===== config.mk =====
export PLATFORM = sky130hd
export DESIGN_NAME = hazard_ctrl
export DESIGN_NICKNAME = d
export VERILOG_FILES = /design/src/rtl/hazard_pkg.sv /design/src/rtl/perf_counter.sv /design/src/rtl/hazard_ctrl.sv
export SDC_FILE = /design/constraint.sdc
export NUM_CORES = 1
export LEC_CHECK = 0
export ABC_AREA = 1
export CORE_ASPECT_RATIO = 1.5
export CORE_UTILIZATION = 50
export DETAILED_ROUTE_END_ITERATION = 10
export GPL_TIMING_DRIVEN = 0
export PLACE_DENSITY_LB_ADDON = 0.1
export SYNTH_ARGS = -nofsm -noshare
export SYNTH_HDL_FRONTEND = slang
export SYNTH_HIERARCHICAL = 1
export SYNTH_SLANG_ARGS = --single-unit

===== constraint.sdc =====
create_clock -name clk -period 2.65 [get_ports clk]
set_clock_uncertainty 0.15 [all_clocks]
set_input_delay 0.53 -clock clk [delete_from_list [all_inputs] [get_ports clk]]
set_output_delay 0.53 -clock clk [all_outputs]
set_load 0.05 [all_outputs]

===== src/rtl/hazard_pkg.sv =====
// Shared types and constants for the LEGv8 hazard/stall controller.
package hazard_pkg;

   typedef enum logic {
      RUN      = 1'b0,
      MUL_WAIT = 1'b1
   } hz_state_t;

   localparam logic [4:0] XZR = 5'd31;

endpackage


===== src/rtl/perf_counter.sv =====
// Free-running event counter; wraps modulo 2^CNT_W.
module perf_counter #(
   parameter int unsigned CNT_W = 32
) (
   input  logic             clk_i,
   input  logic             rst_ni,
   input  logic             inc_i,
   output logic [CNT_W-1:0] count_o
);

   logic [CNT_W-1:0] count_d, count_q;

   always_comb begin
      count_d = count_q;
      if (inc_i) begin
         count_d = count_q + CNT_W'(1);
      end
   end

   always_ff @(posedge clk_i or negedge rst_ni) begin
      if (!rst_ni) begin
         count_q <= '0;
      end else begin
         count_q <= count_d;
      end
   end

   assign count_o = count_q;

endmodule


===== src/rtl/hazard_ctrl.sv =====
// Pipeline hazard controller: load-use stalls, branch flushes, data-memory
// wait freezes and a fixed-latency multiply freeze, plus stall/flush counters.
module hazard_ctrl
   import hazard_pkg::*;
#(
   parameter int unsigned MUL_LATENCY = 4,
   parameter int unsigned CNT_W       = 32
) (
   input  logic             clk,
   input  logic             reset,
   input  logic [4:0]       ifid_rn,
   input  logic [4:0]       ifid_rm,
   input  logic             id_uses_rn,
   input  logic             id_uses_rm,
   input  logic             br_taken,
   input  logic [4:0]       idex_rd,
   input  logic             idex_memtoreg,
   input  logic             idex_mul,
   input  logic             dmem_busy,
   output logic             pc_en,
   output logic             ifid_en,
   output logic             idex_en,
   output logic             exmem_en,
   output logic             memwr_en,
   output logic             ifid_flush,
   output logic             idex_bubble,
   output logic [CNT_W-1:0] stall_cycles,
   output logic [CNT_W-1:0] flush_count
);

   hz_state_t  state_d, state_q;
   logic [7:0] mcnt_d, mcnt_q;
   logic       load_use;
   logic [4:0] en;

   assign load_use = idex_memtoreg && (idex_rd != XZR) &&
                     ((id_uses_rn && (ifid_rn == idex_rd)) ||
                      (id_uses_rm && (ifid_rm == idex_rd)));

   always_comb begin
      state_d     = state_q;
      mcnt_d      = mcnt_q;
      en          = 5'b11111;
      ifid_flush  = 1'b0;
      idex_bubble = 1'b0;
      if (!reset) begin
         en = 5'b00000;
      end else if (dmem_busy) begin
         en = 5'b00000;
         // The multiply keeps making progress while memory holds the pipe.
         if (state_q == MUL_WAIT && mcnt_q != 8'd0) begin
            mcnt_d = mcnt_q - 8'd1;
         end
      end else if (state_q == RUN && idex_mul) begin
         en      = 5'b00000;
         mcnt_d  = 8'(MUL_LATENCY - 2);
         state_d = MUL_WAIT;
      end else if (state_q == MUL_WAIT && mcnt_q != 8'd0) begin
         en     = 5'b00000;
         mcnt_d = mcnt_q - 8'd1;
      end else begin
         state_d = RUN;
         if (load_use) begin
            // Hold PC and IF/ID, inject a bubble into ID/EX, let EX drain.
            en          = 5'b00111;
            idex_bubble = 1'b1;
         end else if (br_taken) begin
            ifid_flush = 1'b1;
         end
      end
   end

   assign {pc_en, ifid_en, idex_en, exmem_en, memwr_en} = en;

   always_ff @(posedge clk or negedge reset) begin
      if (!reset) begin
         state_q <= RUN;
         mcnt_q  <= 8'd0;
      end else begin
         state_q <= state_d;
         mcnt_q  <= mcnt_d;
      end
   end

   perf_counter #(
      .CNT_W(CNT_W)
   ) u_stall_cnt (
      .clk_i  (clk),
      .rst_ni (reset),
      .inc_i  (!pc_en),
      .count_o(stall_cycles)
   );

   perf_counter #(
      .CNT_W(CNT_W)
   ) u_flush_cnt (
      .clk_i  (clk),
      .rst_ni (reset),
      .inc_i  (ifid_flush),
      .count_o(flush_count)
   );

endmodule


==> impl_metrics.ini, run 1 <==
[outcome]
status = finished, final reports clean

[floorplanning]
die_h_um = 117
die_area_um2 = 9160
ioPinCount = 94
num_rows = 41
coreArea_um2 = 8460
dieWidth_um = 78.5
start_util_pct = 51.8

[clock_tree]
clock_latency_ns = 0.33
cts_buffers = 9
path_clk_slew_ns = 0.06
cts_sinks = 73
clock_path_buffers = 2
clockRootBuffer = clkbuf_16
tritoncts = built
cts_max_level = 3

[worst_setup_path]
cp_slowest_cell = dfrtp_1
criticalPathCategory = reg -> out
path_cells = inv_2, ha_4, nand2_4, nor2_4, nor2_4, nor3_4, nand2_4, nor2_4, buf_6
crit_fanout = 5
critPathMaxStageDelay_ns = 0.39
crit_path_end_kind = primary output
worst_ep_arrival_time_ns = 1.90
cp-start-kind = flop
reg2reg_depth = 16
cp_common_cell = nor2_4
cp_data_required_time_ns = 1.97

[final_layout]
layout-drive-gt1-share_pct = 12.9
antenna_cells = 0
final_common_cell = nand2_1
synthToLayoutAreaGrowth_pct = 34.7
layout_common_cells = nand2_1, nor2_1, dfrtp_1
final_net_count = 747
final_area_um2 = 5910

[global_route]
grt_overflow = 0
grt_pass1_wl_um = 17600
grtUsageTotal_pct = 24.6
grt_pass1_vias = 4051
grt_max_degree = 67
antenna_found_initial = 0

[timing]
relSlewSlack_pct = 64.6
worst_slew_pin_slew_ns = 0.530
fin_hold_ws_ns = 0.0848
finalSetupTns_ns = 0
rsz0062_at_grt = true
fin_crit_ns = 2.58
finalSetupViolations = 0
fmax_ghz = 0.388
fin_crit_sh_pct = 97.3
drv_slew = 0
finalHoldViolations = 0

[synth]
yosys-top-cells-area = dfrtp_1, nand2_1, nor2_1
netlist_instances = 605
synth.avg_cell_area_um2 = 7.25
synth_top_area_cell = dfrtp_1
synth_top_area_share_pct = 41.6
syn_nets = 632
ys_ff_latch = 73
ys_seq_area_share_pct = 41.6
yosysWarningCount = 6
synth.distinct_cells = 26
netlist_area_um2 = 4390

[routing]
dr.pass1.iters = 5
finalWirelength_um = 10600
drc = 0
viasPerCell = 5.00
drtIter0Drc = 236
num_vias = 4141
avgRoutedWirePerCell_um = 12.8
final_antenna_net_count = 0

[pwr]
irDropWorstVdd_v = 0.000507
p_per_area_nw_per_um2 = 677
p_leak_uw = 0.00278
finalPower_uw = 4000

[placement]
port_buffers = 93
hpwl_um = 8130
gp_congestion = 0.874
post_dp_cell_area_um2 = 5560

[worst_hold_path]
hold_class = in -> async

[run]
maxCapViolCount = 0
==> path summary, 6_finish.rpt <==
| check | endpoint | slack, ns | startpoint |
|---|---|---|---|
| setup / recovery | ifid_flush | 0.07 | mcnt_q[0] |
| hold / removal | mcnt_q[5] | 0.08 | reset |
| setup reg to reg | u_flush_cnt/count_o[29] | 0.16 | mcnt_q[0] |
| hold reg to reg | u_stall_cnt/count_o[15] | 0.36 | u_stall_cnt/count_o[15] |
| max in group asynchronous | u_flush_cnt/count_o[4] | 1.37 | reset |
| min in group clk | u_stall_cnt/count_o[15] | 0.36 | u_stall_cnt/count_o[15] |
==> logic make-up (layout without fill, tap and decap cells) <==
| group | after synthesis | in the layout | synth area share, % |
|---|---|---|---|
| AO/OA/AOI/OAI | 6 | 6 | 0.770 |
| flip-flops | 73 | 73 | 41.6 |
| AND/OR/NAND/NOR | 409 | 409 | 42.4 |
| adder cells (fa/ha/maj) | 4 | 4 | 1.14 |
| buffers and inverters | 79 | 196 | 7.22 |
| XOR/XNOR | 34 | 34 | 6.79 |
==> worst max-delay path: cells and delay by family, from the launching register on <==
| family | cells | cell delay [ns] |
|---|---|---|
| fa+ha+maj | 1 | 0.14 |
| flops | 1 | 0.39 |
| simple gates | 6 | 0.78 |
| buf+inv | 2 | 0.27 |
==> where the power goes <==
group	leakage, µW	internal [µW]	switching (µW)
Clock	0.000124	642	414
Sequential	0.000982	1280	183
Combinational	0.00168	529	958
Total	0.00278	2450	1550
==> flip-flops by register name, summed over array words and instances, names as in the netlist <==
name / count
u_flush_cnt/count_o: 32
state_q: 1
mcnt_q: 8
u_stall_cnt/count_o: 32
==> stage by stage <==
| stage | setup slack, ns | util (%) | cells |
|---|---|---|---|
| finish | 0.0708 | 69.8 | 829 |
| global route | -0.0372 | 69.8 | 829 |
| CTS | 0.00497 | 68.6 | 821 |
| detailed placement | -0.768 | 65.7 | 806 |
| global placement | -3.34 | 65.4 | 805 |
| floorplan | -0.241 | - | 605 |
==> synth_stat cells <==
master / instances
xor2_1: 22
buf_2: 1
nand3_2: 6
buf_4: 3
o21ai_0: 2
dfrtp_1: 73
nor2_2: 18
nand3b_1: 12
nor3_1: 5
inv_2: 3
a31oi_1: 1
nor2_4: 9
nand2_2: 7
ha_1: 4
inv_1: 71
buf_6: 1
xnor2_1: 12
or2_4: 1
o21a_1: 1
nor3_4: 1
nand4_1: 10
nand2_1: 202
a21oi_1: 2
and2_1: 4
nor2_1: 90
nand3_1: 44
==> cell type report <==
cell class              count  area, µm²
multi-input cells         453       2330
clock buffers              12        246
fillers                   742       2550
well taps                 107        134
repair buffers            104       1040
clock inverters             1       5.00
inverters                  74        282
flip-flops and latches     73       1830
plain buffers               5       46.3
==> what timing repair did <==
| action | 4_1_cts | 5_1_grt |
|---|---|---|
| hold buffers | 1 | 0 |
| pin swaps | 4 | 13 |
| endpoints found under the setup margin | 7 | 6 |
| buffers inserted | 1 | 8 |
| endpoints found under the hold margin | 10 | 0 |
| resized for setup | 45 | 15 |
==> metal layers <==
layer | wire [µm] | vias to the layer above | track usage, %
li1 | - | 2093 | -
met1 | 4250 | 1922 | 26.1
met2 | 5710 | 106 | 46.5
met3 | 358 | 20 | 3.91
met4 | 260 | 0 | 12.8
met5 | 0 | - | 0
Note: power is estimated with default switching activity, not from simulation.
==> run 2: changes to the inputs <==
--- a/config.mk
+++ b/config.mk
@@ -8,6 +8,7 @@
 export ABC_AREA = 1
 export CORE_ASPECT_RATIO = 1.5
 export CORE_UTILIZATION = 50
+export CTS_BUF_LIST = sky130_fd_sc_hd__clkbuf_4
 export DETAILED_ROUTE_END_ITERATION = 10
 export GPL_TIMING_DRIVEN = 0
 export PLACE_DENSITY_LB_ADDON = 0.1
==> impl_metrics.ini, run 2 (synthesized netlist as in run 1, its figures left out) <==
[final_layout]
antenna_cells = 0
final_area_um2 = 5750
post-route-util_pct = 67.9
final_common_cell = nand2_1
layout_common_cells = nand2_1, nor2_1, clkdlybuf4s50_1
final_net_count = 748
fillers = 764
layout-drive-gt1-share_pct = 12.7
synthToLayoutAreaGrowth_pct = 31.1

[timing]
rsz0062_at_grt = true
fin_crit_ns = 2.59
finalHoldViolations = 0
worst_slew_pin_slew_ns = 0.531
fin_crit_sh_pct = 97.9
drv_slew = 0
relSlewSlack_pct = 64.5
finalSetupViolations = 0
fmax_ghz = 0.385

[worst_setup_path]
criticalPathCategory = in -> out
crit_path_end_kind = primary output
cp_slowest_cell = clkdlybuf4s50_1
critPathMaxStageDelay_ns = 0.40
path_cells = clkdlybuf4s50_1, or2_4, nor3_4, nand2_4, clkinvlp_4, buf_8, buf_8
critPathTopFamily = buffers and inverters
crit_fanout = 5
worst_ep_arrival_time_ns = 1.91
cp_common_cell = buf_8
reg2reg_setup_slack_ns = 0.23
cp_data_required_time_ns = 1.97
cp_num_buf_inv = 4
cp-start-kind = primary input

[worst_hold_path]
hold_class = reg -> reg

[routing]
dr.pass1.iters = 5
avgRoutedWirePerCell_um = 12.6
finalWirelength_um = 10500
viasPerCell = 5.03
final_antenna_net_count = 0
num_vias = 4175
drtIter0Drc = 239
drc = 0

[floorplanning]
coreArea_um2 = 8460
start_util_pct = 51.8
die_area_um2 = 9160
dieWidth_um = 78.5
die_h_um = 117
num_rows = 41
ioPinCount = 94

[placement]
hpwl_um = 8130
post_dp_cell_area_um2 = 5560
gp_congestion = 0.874
port_buffers = 93

[clock_tree]
cts_max_level = 3
cts_buffers = 9
clock_latency_ns = 0.41
tritoncts = built
path_clk_slew_ns = 0.10
cts_sinks = 73
clock_path_buffers = 2
clockRootBuffer = clkbuf_4

[run]
maxCapViolCount = 0

[global_route]
antenna_found_initial = 0
grt_overflow = 0
grt_pass1_wl_um = 17700
grtUsageTotal_pct = 24.9
grt_pass1_vias = 4057
grt_max_degree = 67

[pwr]
p_per_area_nw_per_um2 = 609
p_leak_uw = 0.00269
irDropWorstVdd_v = 0.000464

[outcome]
status = finished, final reports clean
## run 2: final cells by class
class | count | area [µm²] | area share [%]
clock buffers | 11 | 82.6 | 1.44
well taps | 107 | 134 | 2.33
plain buffers | 5 | 46.3 | 0.805
multi-input cells | 453 | 2320 | 40.4
inverters | 74 | 282 | 4.90
flip-flops and latches | 73 | 1830 | 31.8
repair buffers | 105 | 1050 | 18.2
clock inverters | 2 | 8.76 | 0.152
## run 2: power by group
group          internal [µW]  switching, µW  total [µW]
combinational            540            959        1500
clock                    195            358         553
sequential              1270            178        1450
total                   2010           1490        3500
## run 2: routing by layer
| layer | part of all wire (%) | vias up | global-route usage [%] |
|---|---|---|---|
| met5 | 0 | - | 0 |
| met4 | 3.0 | 0 | 13.1 |
| met3 | 4.1 | 22 | 5.16 |
| met2 | 53 | 111 | 46.6 |
| met1 | 40 | 1941 | 26.1 |
| li1 | - | 2101 | - |
## run 2: per-stage QoR
step           cells  total power, µW  TNS, ns  setup slack [ns]  hold WS [ns]
4_1_cts          828             3520        0           0.00159         0.374
6_report         830             3500        0            0.0554         0.370
5_1_grt          830             3740   -0.184           -0.0742         0.399
3_3_place_gp     805             2850  -335.02             -3.34         0.329
3_5_place_dp     806             2900    -9.44            -0.768         0.247
2_1_floorplan    605             2450    -4.07            -0.241        0.0844
## run 2: final timing paths
kind | start | depth (start not counted) | to
setup / recovery | dmem_busy | 7 | pc_en
hold / removal | u_stall_cnt/count_o[15] | 1 | u_stall_cnt/count_o[15]
setup reg to reg | mcnt_q[0] | 16 | u_flush_cnt/count_o[29]
hold reg to reg | u_stall_cnt/count_o[15] | 1 | u_stall_cnt/count_o[15]
max in group asynchronous | reset | 3 | u_flush_cnt/count_o[21]
min in group asynchronous | reset | 2 | mcnt_q[4]
## run 2: what timing repair did
item | CTS | global route
gates cloned | 0 | 0
hold buffers | 2 | 0
setup endpoints to repair | 7 | 7
gates resized for setup | 45 | 16
pin swaps | 5 | 7
endpoints found under the hold margin | 10 | 0
buffers inserted | 7 | 2
